===== src/rtl/muldiv_unit.sv =====
// Iterative unsigned 8-bit MUL/DIV unit; 9 cycles from start to register-file write, ignores start while busy.
// Divider datapath is built only with MULDIV_DIV_EN; without it DIV/MOD write 0x00 one cycle after start.
module muldiv_unit #(
  parameter int WIDTH  = 8,
  parameter int ADDR_W = 3
) (
  input  logic              clk,
  input  logic              rst,
  input  logic              start,
  input  logic [1:0]        op,
  input  logic [WIDTH-1:0]  a,
  input  logic [WIDTH-1:0]  b,
  input  logic [ADDR_W-1:0] dest_addr,
  output logic              busy,
  output logic              done,
  output logic              rf_write_en,
  output logic [ADDR_W-1:0] rf_write_addr,
  output logic [WIDTH-1:0]  rf_in
);

  localparam int CNT_W = $clog2(WIDTH + 1);

  typedef enum logic [1:0] {IDLE, RUN, WRITE} state_t;

  state_t               state;
  logic [CNT_W-1:0]     cnt;
  logic [2*WIDTH-1:0]   acc;
  logic [2*WIDTH-1:0]   acc_nxt;
  logic [2*WIDTH-1:0]   mul_nxt;
  logic [WIDTH:0]       mul_sum;
  logic [WIDTH-1:0]     opnd_q;
  logic                 hi_q;
  logic [ADDR_W-1:0]    dest_q;

  // acc = {upper accumulator, multiplier}; carry of the add lands in the MSB on the shift
  always_comb begin
    mul_sum = {1'b0, acc[2*WIDTH-1:WIDTH]} + (acc[0] ? {1'b0, opnd_q} : {(WIDTH+1){1'b0}});
    mul_nxt = {mul_sum, acc[WIDTH-1:1]};
  end

`ifdef MULDIV_DIV_EN
  logic               div_q;
  logic [WIDTH:0]     div_sh;
  logic               div_ge;
  logic [WIDTH-1:0]   div_rem;
  logic [2*WIDTH-1:0] div_nxt;

  // acc = {remainder, quotient}; the shifted remainder needs one extra bit for the compare
  always_comb begin
    div_sh  = {acc[2*WIDTH-1:WIDTH], acc[WIDTH-1]};
    div_ge  = (div_sh >= {1'b0, opnd_q});
    div_rem = div_sh[WIDTH-1:0] - opnd_q;
    if (div_ge)
      div_nxt = {div_rem, acc[WIDTH-2:0], 1'b1};
    else
      div_nxt = {div_sh[WIDTH-1:0], acc[WIDTH-2:0], 1'b0};
    acc_nxt = div_q ? div_nxt : mul_nxt;
  end
`else
  assign acc_nxt = mul_nxt;
`endif

  always_ff @(posedge clk or posedge rst) begin
    if (rst) begin
      state         <= IDLE;
      cnt           <= '0;
      acc           <= '0;
      opnd_q        <= '0;
      hi_q          <= 1'b0;
      dest_q        <= '0;
      busy          <= 1'b0;
      done          <= 1'b0;
      rf_write_en   <= 1'b0;
      rf_write_addr <= '0;
      rf_in         <= '0;
`ifdef MULDIV_DIV_EN
      div_q         <= 1'b0;
`endif
    end else begin
      done        <= 1'b0;
      rf_write_en <= 1'b0;
      case (state)
        IDLE: begin
          if (start) begin
            hi_q   <= op[0];
            dest_q <= dest_addr;
            busy   <= 1'b1;
            cnt    <= CNT_W'(WIDTH);
`ifdef MULDIV_DIV_EN
            div_q  <= op[1];
            opnd_q <= op[1] ? b : a;
            acc    <= {{WIDTH{1'b0}}, (op[1] ? a : b)};
            state  <= RUN;
`else
            opnd_q <= a;
            acc    <= {{WIDTH{1'b0}}, b};
            if (op[1]) begin
              state         <= WRITE;
              done          <= 1'b1;
              rf_write_en   <= 1'b1;
              rf_write_addr <= dest_addr;
              rf_in         <= '0;
            end else begin
              state <= RUN;
            end
`endif
          end
        end
        RUN: begin
          acc <= acc_nxt;
          cnt <= cnt - 1'b1;
          if (cnt == CNT_W'(1)) begin
            state         <= WRITE;
            done          <= 1'b1;
            rf_write_en   <= 1'b1;
            rf_write_addr <= dest_q;
            rf_in         <= hi_q ? acc_nxt[2*WIDTH-1:WIDTH] : acc_nxt[WIDTH-1:0];
          end
        end
        WRITE: begin
          busy  <= 1'b0;
          state <= IDLE;
        end
        default: state <= IDLE;
      endcase
    end
  end

endmodule


===== config.mk =====
export PLATFORM = sky130hd
export DESIGN_NAME = muldiv_unit
export DESIGN_NICKNAME = d
export VERILOG_FILES = /design/src/rtl/muldiv_unit.sv
export SDC_FILE = /design/constraint.sdc
export NUM_CORES = 1
export LEC_CHECK = 0
export BUFFER_PORTS_ARGS = -buffer_cell sky130_fd_sc_hd__buf_4
export CORE_ASPECT_RATIO = 1.4
export CORE_UTILIZATION = 60
export DETAILED_ROUTE_END_ITERATION = 6
export PLACE_DENSITY = 0.84
export SETUP_SLACK_MARGIN = 0.1
export SYNTH_ARGS = -nofsm -noshare
export SYNTH_HDL_FRONTEND = slang
export SYNTH_SLANG_ARGS = --single-unit

===== constraint.sdc =====
create_clock -name clk -period 4.3 [get_ports clk]
set_input_delay 0.645 -clock clk [delete_from_list [all_inputs] [get_ports clk]]
set_output_delay 0.645 -clock clk [all_outputs]
set_load 0.05 [all_outputs]

Word level (Yosys, flattened, before mapping)
Index checks and enable logic that the tools add are counted.
W data, S select, Z words.
{ "word_totals": {"reg_bits": 47, "inputBits": 24, "output_inout_bits": 14, "elab_cells": 50} }
{ "op_classes": {"addsub": 2, "n_eq_ne": 6, "n_mux": 24, "n_reduce_logical": 8} }
{ "ops": {"columns": ["op", "count"], "rows": [
  ["$mux W8", 5],
  ["$pmux W16 S2", 1],
  ["$mux W16", 1],
  ["$pmux W8 S2", 1],
  ["$add A8 B8 Y9", 1],
  ["$mux W3", 3],
  ["$pmux W4 S2", 1],
  ["$reduce_and A2 Y1", 4],
  ["$mux W2", 3],
  ["$ne A2 B2 Y1 const B", 3],
  ["$pmux W3 S2", 1],
  ["$eq A4 B1 Y1 const B", 1],
  ["$mux W1", 4],
  ["$mux W4", 1],
  ["$pmux W1 S2", 2],
  ["$pmux W2 S2", 1],
  ["$reduce_and A4 Y1", 1],
  ["$reduce_bool A2 Y1", 2],
  ["$sub A4 B1 Y4 const B", 1],
  ["$eq A2 B1 Y1 const B", 1],
  ["$eq A2 B2 Y1 const B", 1],
  ["$logic_not A2 Y1", 1]
]} }

Logic depth before layout (Yosys ltp)
{ "logic_depth": {"word_depth": 5, "ltp_mapped": 9, "mapped_depth_nobuf": 8} }

Least setup slack after synthesis
Ideal clock, no wire load.
{ "synth_path": {"path_kind": "register -> register", "start": "register acc[0]", "end": "register rf_in[7]", "setup_ns": 0.128, "t_arrival_ns": 1.975, "required_time_ns": 4.172, "slack_ns": 2.197, "path_stages_with_launch": 9, "path_buffers": 0, "period_less_slack_ns": 2.103, "cell_sequence": "dfrtp_1 > and2_1 > ha_1 > fa_1 > a21oi_1 > o21ai_0 > a21oi_1 > nor4bb_1 > o21ai_0"} }
{ "synth_between": {"elab_chain_cells": 5} }
{ "synth_lines": {"columns": ["item", "line_no", "rtl"], "rows": [
  ["start, declared", "27", "logic [2*WIDTH-1:0] acc;"],
  ["start signal, assigned", "96", "acc <= {{WIDTH{1'b0}}, b};"],
  ["start signal, assigned", "110", "acc <= acc_nxt;"],
  ["$mux W8", "37", "mul_sum = {1'b0, acc[2*WIDTH-1:WIDTH]} + (acc[0] ? {1'b0, opnd_q} : {(WIDTH+1){1'b0}});"],
  ["$add A8 B8 Y9", "37", null],
  ["$mux W8", "117", "rf_in <= hi_q ? acc_nxt[2*WIDTH-1:WIDTH] : acc_nxt[WIDTH-1:0];"],
  ["$mux W8", "112", "if (cnt == CNT_W'(1)) begin"],
  ["$pmux W8 S2", "82", "case (state)"],
  ["end signal, assigned", "117", null],
  ["end, declared", "18", "output logic [WIDTH-1:0] rf_in"]
]} }
No other way between the ends. The select of a mux whose other input is x is not followed.
A chain may end at the register's enable or synchronous reset.

Worst setup path after layout
Same ends and word-level chain as after synthesis.

==> metrics.md <==
| Metric | Value |
|---|---|
| Run status | `completed` |
| Placed cell areas | `approximately 2600 sq um` |
| Number of H-tree branching levels | `2` |
| Antenna cells | `0` |
| Endpoint kind of the worst setup timing path | `register` |
| Switch share | `between 40% and 50%` |
| Top-level port count | `38` |
| Final Max Tran Viols | `0` |
| Share of the clock period used by the worst path after layout | `a little under three fifths` |
| Measured slew at the worst slew-check pin | `roughly 0.97 ns` |
| Net load switching power | `between 0.9 and 1 mW` |
| Shortest period the worst path allows | `about 2.4 ns` |
| IO buf count | `37` |
| CTS clk-pin slew, worst paths | `roughly 0.080 ns` |
| Number of antenna violations at the first check in global routing | `0` |
| Number of max-cap violations | `0` |
| Violation count after the first detailed-route iteration | `38` |
| Post-detail-place hpwl | `3560 um` |
| Number of buffers added by the clock tree synthesis step | `5` |
| Min-delay worst type | `reg2reg` |
| Required @ worst endpoint | `between 4 and 5 ns` |
| Routed via count divided by cell count | `between 5 and 6` |
| Part of the power in the clock network | `between 10% and 20%` |
| Yosys warning count | `0` |
| Slowest stage delay, CP | `approximately 0.45 ns` |
| Count of placed standard cells including taps | `287` |
| DRT Wirelength | `between 4000 and 5000 um` |
| Standby leakage power | `1.30 nW` |
| Count of filler cells inserted in the layout | `307` |
| Ratio of cells with drive above 1 in the final layout | `24.6%` |
| Critical path buffers and inverters | `0` |
| Proportion of power drawn by combinational gates | `47.6%` |
| Die Span Y | `75.6 um` |
| Fraction of the mapped netlist area in compound gates | `about 16%` |
| Cell chosen for the clock root | `clkbuf_8` |
| Category of the worst setup path launch point | `register` |
| Netlist area before placement | `about 2300 sq um` |
| Parity-gate share of the synthesized area counting xor and xnor cells | `~2.6%` |
| Final Non-Filler Cells | `a little under 300` |
| CTS tree | `built` |
| Tightest slew margin relative to the limit | `a little over a third` |
| Vias in the first global route | `1768` |
| Endpoints failing setup | `0` |
| Flip-flop and latch count after synthesis | `47` |
| Mapped Cells | `around 220` |
| Clock tree sinks | `47` |
| Master of the slowest instance on the critical path | `dfrtp_1` |
| Adder-cell share of the synthesized area | `under 10%` |
| Pint | `1.15 mW` |
| Residual overflow from global routing | `0` |
| Number of failing hold endpoints at the final stage | `0` |
| Peak supply drop | `0.000525 V` |
| Peak Freq | `between 400 and 500 MHz` |
| Cell row count | `26` |
| Post-layout net count | `around 290` |
| Number of distinct library cell variants in the gate-level netlist after synthesis | `37` |
| Core Region | `~3700 sq um` |
| Setup total negative slack | `0 ns` |
| DIE AREA | `between 4000 and 5000 sq um` |
| Detailed-router iteration count before antenna repair | `4` |
| Layout overhead on the synthesized area | `15.3%` |
| Total number of vias | `around 1700` |
| Clock tree buffer depth | `2` |
| Post-CTS Resized | `0` |
| Sequential cell area | `about 1200 sq um` |
| Pin count of the biggest net entering global routing | `48` |
| Portion of total power attributed to sequential cells | `39.2%` |
| Postcts setup bufs | `0` |
| Tightest hold margin | `0.488 ns` |
| CP top delay family | `compound AO/OA/AOI/OAI gates` |
| Worst setup path class | `reg2reg` |
| Post-detailed-route DRC marker count | `0` |
| Global-route wire length before repair | `7730 um` |
| Post-DR wirelength/cell | `about 17 um` |
| Unrepaired setup endpoints after global routing | `no` |
| Synth Area per Inst | `around 11 sq um` |
| Dominant combinational cell family by area after synthesis | `compound AO/OA/AOI/OAI gates` |
| Share of cell area taken by muxes after synthesis | `7.12%` |
| Number of buffers inserted by hold repair at cts | `0` |
| Largest fanout on the critical path | `9` |
| Final non-filler cell area | `2680 sq um` |
| Final Wtd Congestion | `0.847` |
| Cell area power density | `between 700 and 800 nW/um^2` |
| Global router's overall resource usage | `between 20 and 30%` |
| Number of nets produced by synthesis | `254` |
| Initial standard-cell utilization of the core | `63.1%` |
| Basic-gate share of the synthesized area counting and, or, nand and nor cells | `12.6%` |
| Residual antenna-violating net count after detailed routing | `0` |
| Horiz. Die Dim | `54.6 um` |
| Footprint of the multi-input gates | `1050 sq um` |
| Clock latency on the worst-skew pair | `roughly 0.3 ns` |
| Post-route clock skew | `0.00565 ns` |
| Data arrival at the endpoint of the critical path | `2.57 ns` |
| Chain of cells forming the critical path | `and2_1 -> ha_1 -> fa_1 -> a21oi_1 -> o21ai_0 -> a21oi_1 -> nor4bb_1 -> o21ai_0` |
| Seq/Total Area, Yosys | `50.7%` |
## layout make-up
class                   instances  area share [%]
flip-flops and latches         47            44.0
multi-input cells             152            39.1
repair buffers                 37            10.4
clock buffers                   6            3.09
well taps                      42            1.96
inverters                       9            1.26
clock inverters                 1           0.187
## worst register-to-register path, stage by stage (launching register included)
cell      delay (ns)
dfrtp_1         0.45
and2_1          0.17
ha_1            0.21
fa_1            0.42
a21oi_1         0.20
o21ai_0         0.11
a21oi_1         0.29
nor4bb_1        0.31
o21ai_0         0.11
## per-stage QoR
step,power (mW),worst slack [ns],util (%)
2_1_floorplan,1.53,2.20,-
3_3_place_gp,1.75,1.92,70.4
3_5_place_dp,1.79,1.87,70.4
4_1_cts,2.06,1.94,72.8
5_1_grt,2.19,1.72,72.8
6_report,2.06,1.92,72.8
## sequential cells by signal (all words and copies together) (netlist names)
| signal | count |
|---|---|
| dest_q | 3 |
| rf_write_en | 1 |
| acc | 16 |
| rf_write_addr | 3 |
| busy | 1 |
| cnt | 4 |
| opnd_q | 8 |
| hi_q | 1 |
| rf_in | 8 |
| state | 2 |
## synth_stat cells
library cell	n	share of area [%]
o21bai_1	2	0.65
a22oi_1	7	2.3
nand3_1	1	0.22
a22o_1	6	2.3
nor2_1	6	0.97
or3_2	1	0.32
a31oi_1	5	1.3
nand2_1	35	5.7
a211oi_1	1	0.32
xor2_1	3	1.1
nor4_1	1	0.27
nand2b_1	2	0.54
nor2b_2	1	0.38
ha_1	10	5.4
mux2_2	12	5.8
o22ai_1	1	0.27
nor2b_1	2	0.54
nor4bb_1	1	0.43
and2_2	1	0.32
buf_2	5	1.1
a32oi_1	3	1.1
a21oi_1	7	1.5
xnor2_1	4	1.5
buf_6	2	0.97
fa_1	1	0.86
a21o_1	3	0.97
and2_1	8	2.2
dfrtp_1	47	51
inv_1	9	1.5
nor3b_4	1	0.81
o31ai_1	1	0.32
o221ai_1	1	0.38
mux2i_1	3	1.3
o21ai_0	21	4.5
buf_4	1	0.32
a31o_1	1	0.38
clkbuf_1	3	0.49
## power groups by stage
stage          combinational, mW  sequential [mW]  clock (mW)
2_1_floorplan              0.601            0.928           0
3_3_place_gp               0.946            0.801           0
3_5_place_dp               0.978            0.813           0
4_1_cts                    0.983            0.805       0.275
5_1_grt                     1.06            0.834       0.288
6_report                   0.983            0.809       0.272
## layout by cell type, fill, tap and decap left out, types with 2 or more instances in the layout
cell type | netlist | final
clkbuf_8 | 0 | 6
a21o_1 | 3 | 3
and2_1 | 8 | 8
ha_1 | 10 | 10
inv_1 | 9 | 8
xor2_1 | 3 | 3
mux2i_1 | 3 | 3
nand2b_1 | 2 | 2
mux2_2 | 12 | 12
nand2_1 | 35 | 35
a21oi_1 | 7 | 7
a22o_1 | 6 | 6
a31oi_1 | 5 | 5
a32oi_1 | 3 | 3
xnor2_1 | 4 | 4
a22oi_1 | 7 | 7
nor2_1 | 6 | 6
nor2b_1 | 2 | 2
o21ai_0 | 21 | 21
dfrtp_1 | 47 | 47
buf_4 | 1 | 37
## cells by family after synthesis
group,after synthesis
simple gates,60
compound gates,59
flops,47
buf+inv,20
mux,15
fa+ha+maj,11
xor+xnor,7
## per-layer routing
layer / GRT usage [%] / wire, um / up-vias
met1: 30.6 / 2060 / 838
met2: 46.5 / 2580 / 43
met5: 0 / 0 / -
met4: 13.1 / 135 / 0
li1: - / - / 831
met3: 5.39 / 152 / 12
## worst paths after layout
kind / from / to / slack (ns) / cells past startpoint
min in group asynchronous: rst / opnd_q[4] / 0.57 / 2
max in group asynchronous: rst / acc[8] / 3.13 / 2
worst max register to register: acc[0] / rf_in[7] / 1.92 / 8
worst min register to register: rf_in[1] / rf_in[1] / 0.49 / 2
worst min-delay path: rf_in[1] / rf_in[1] / 0.49 / 2
worst max-delay path: acc[0] / rf_in[7] / 1.92 / 8
No activity file was read; power rests on OpenSTA's default activity.
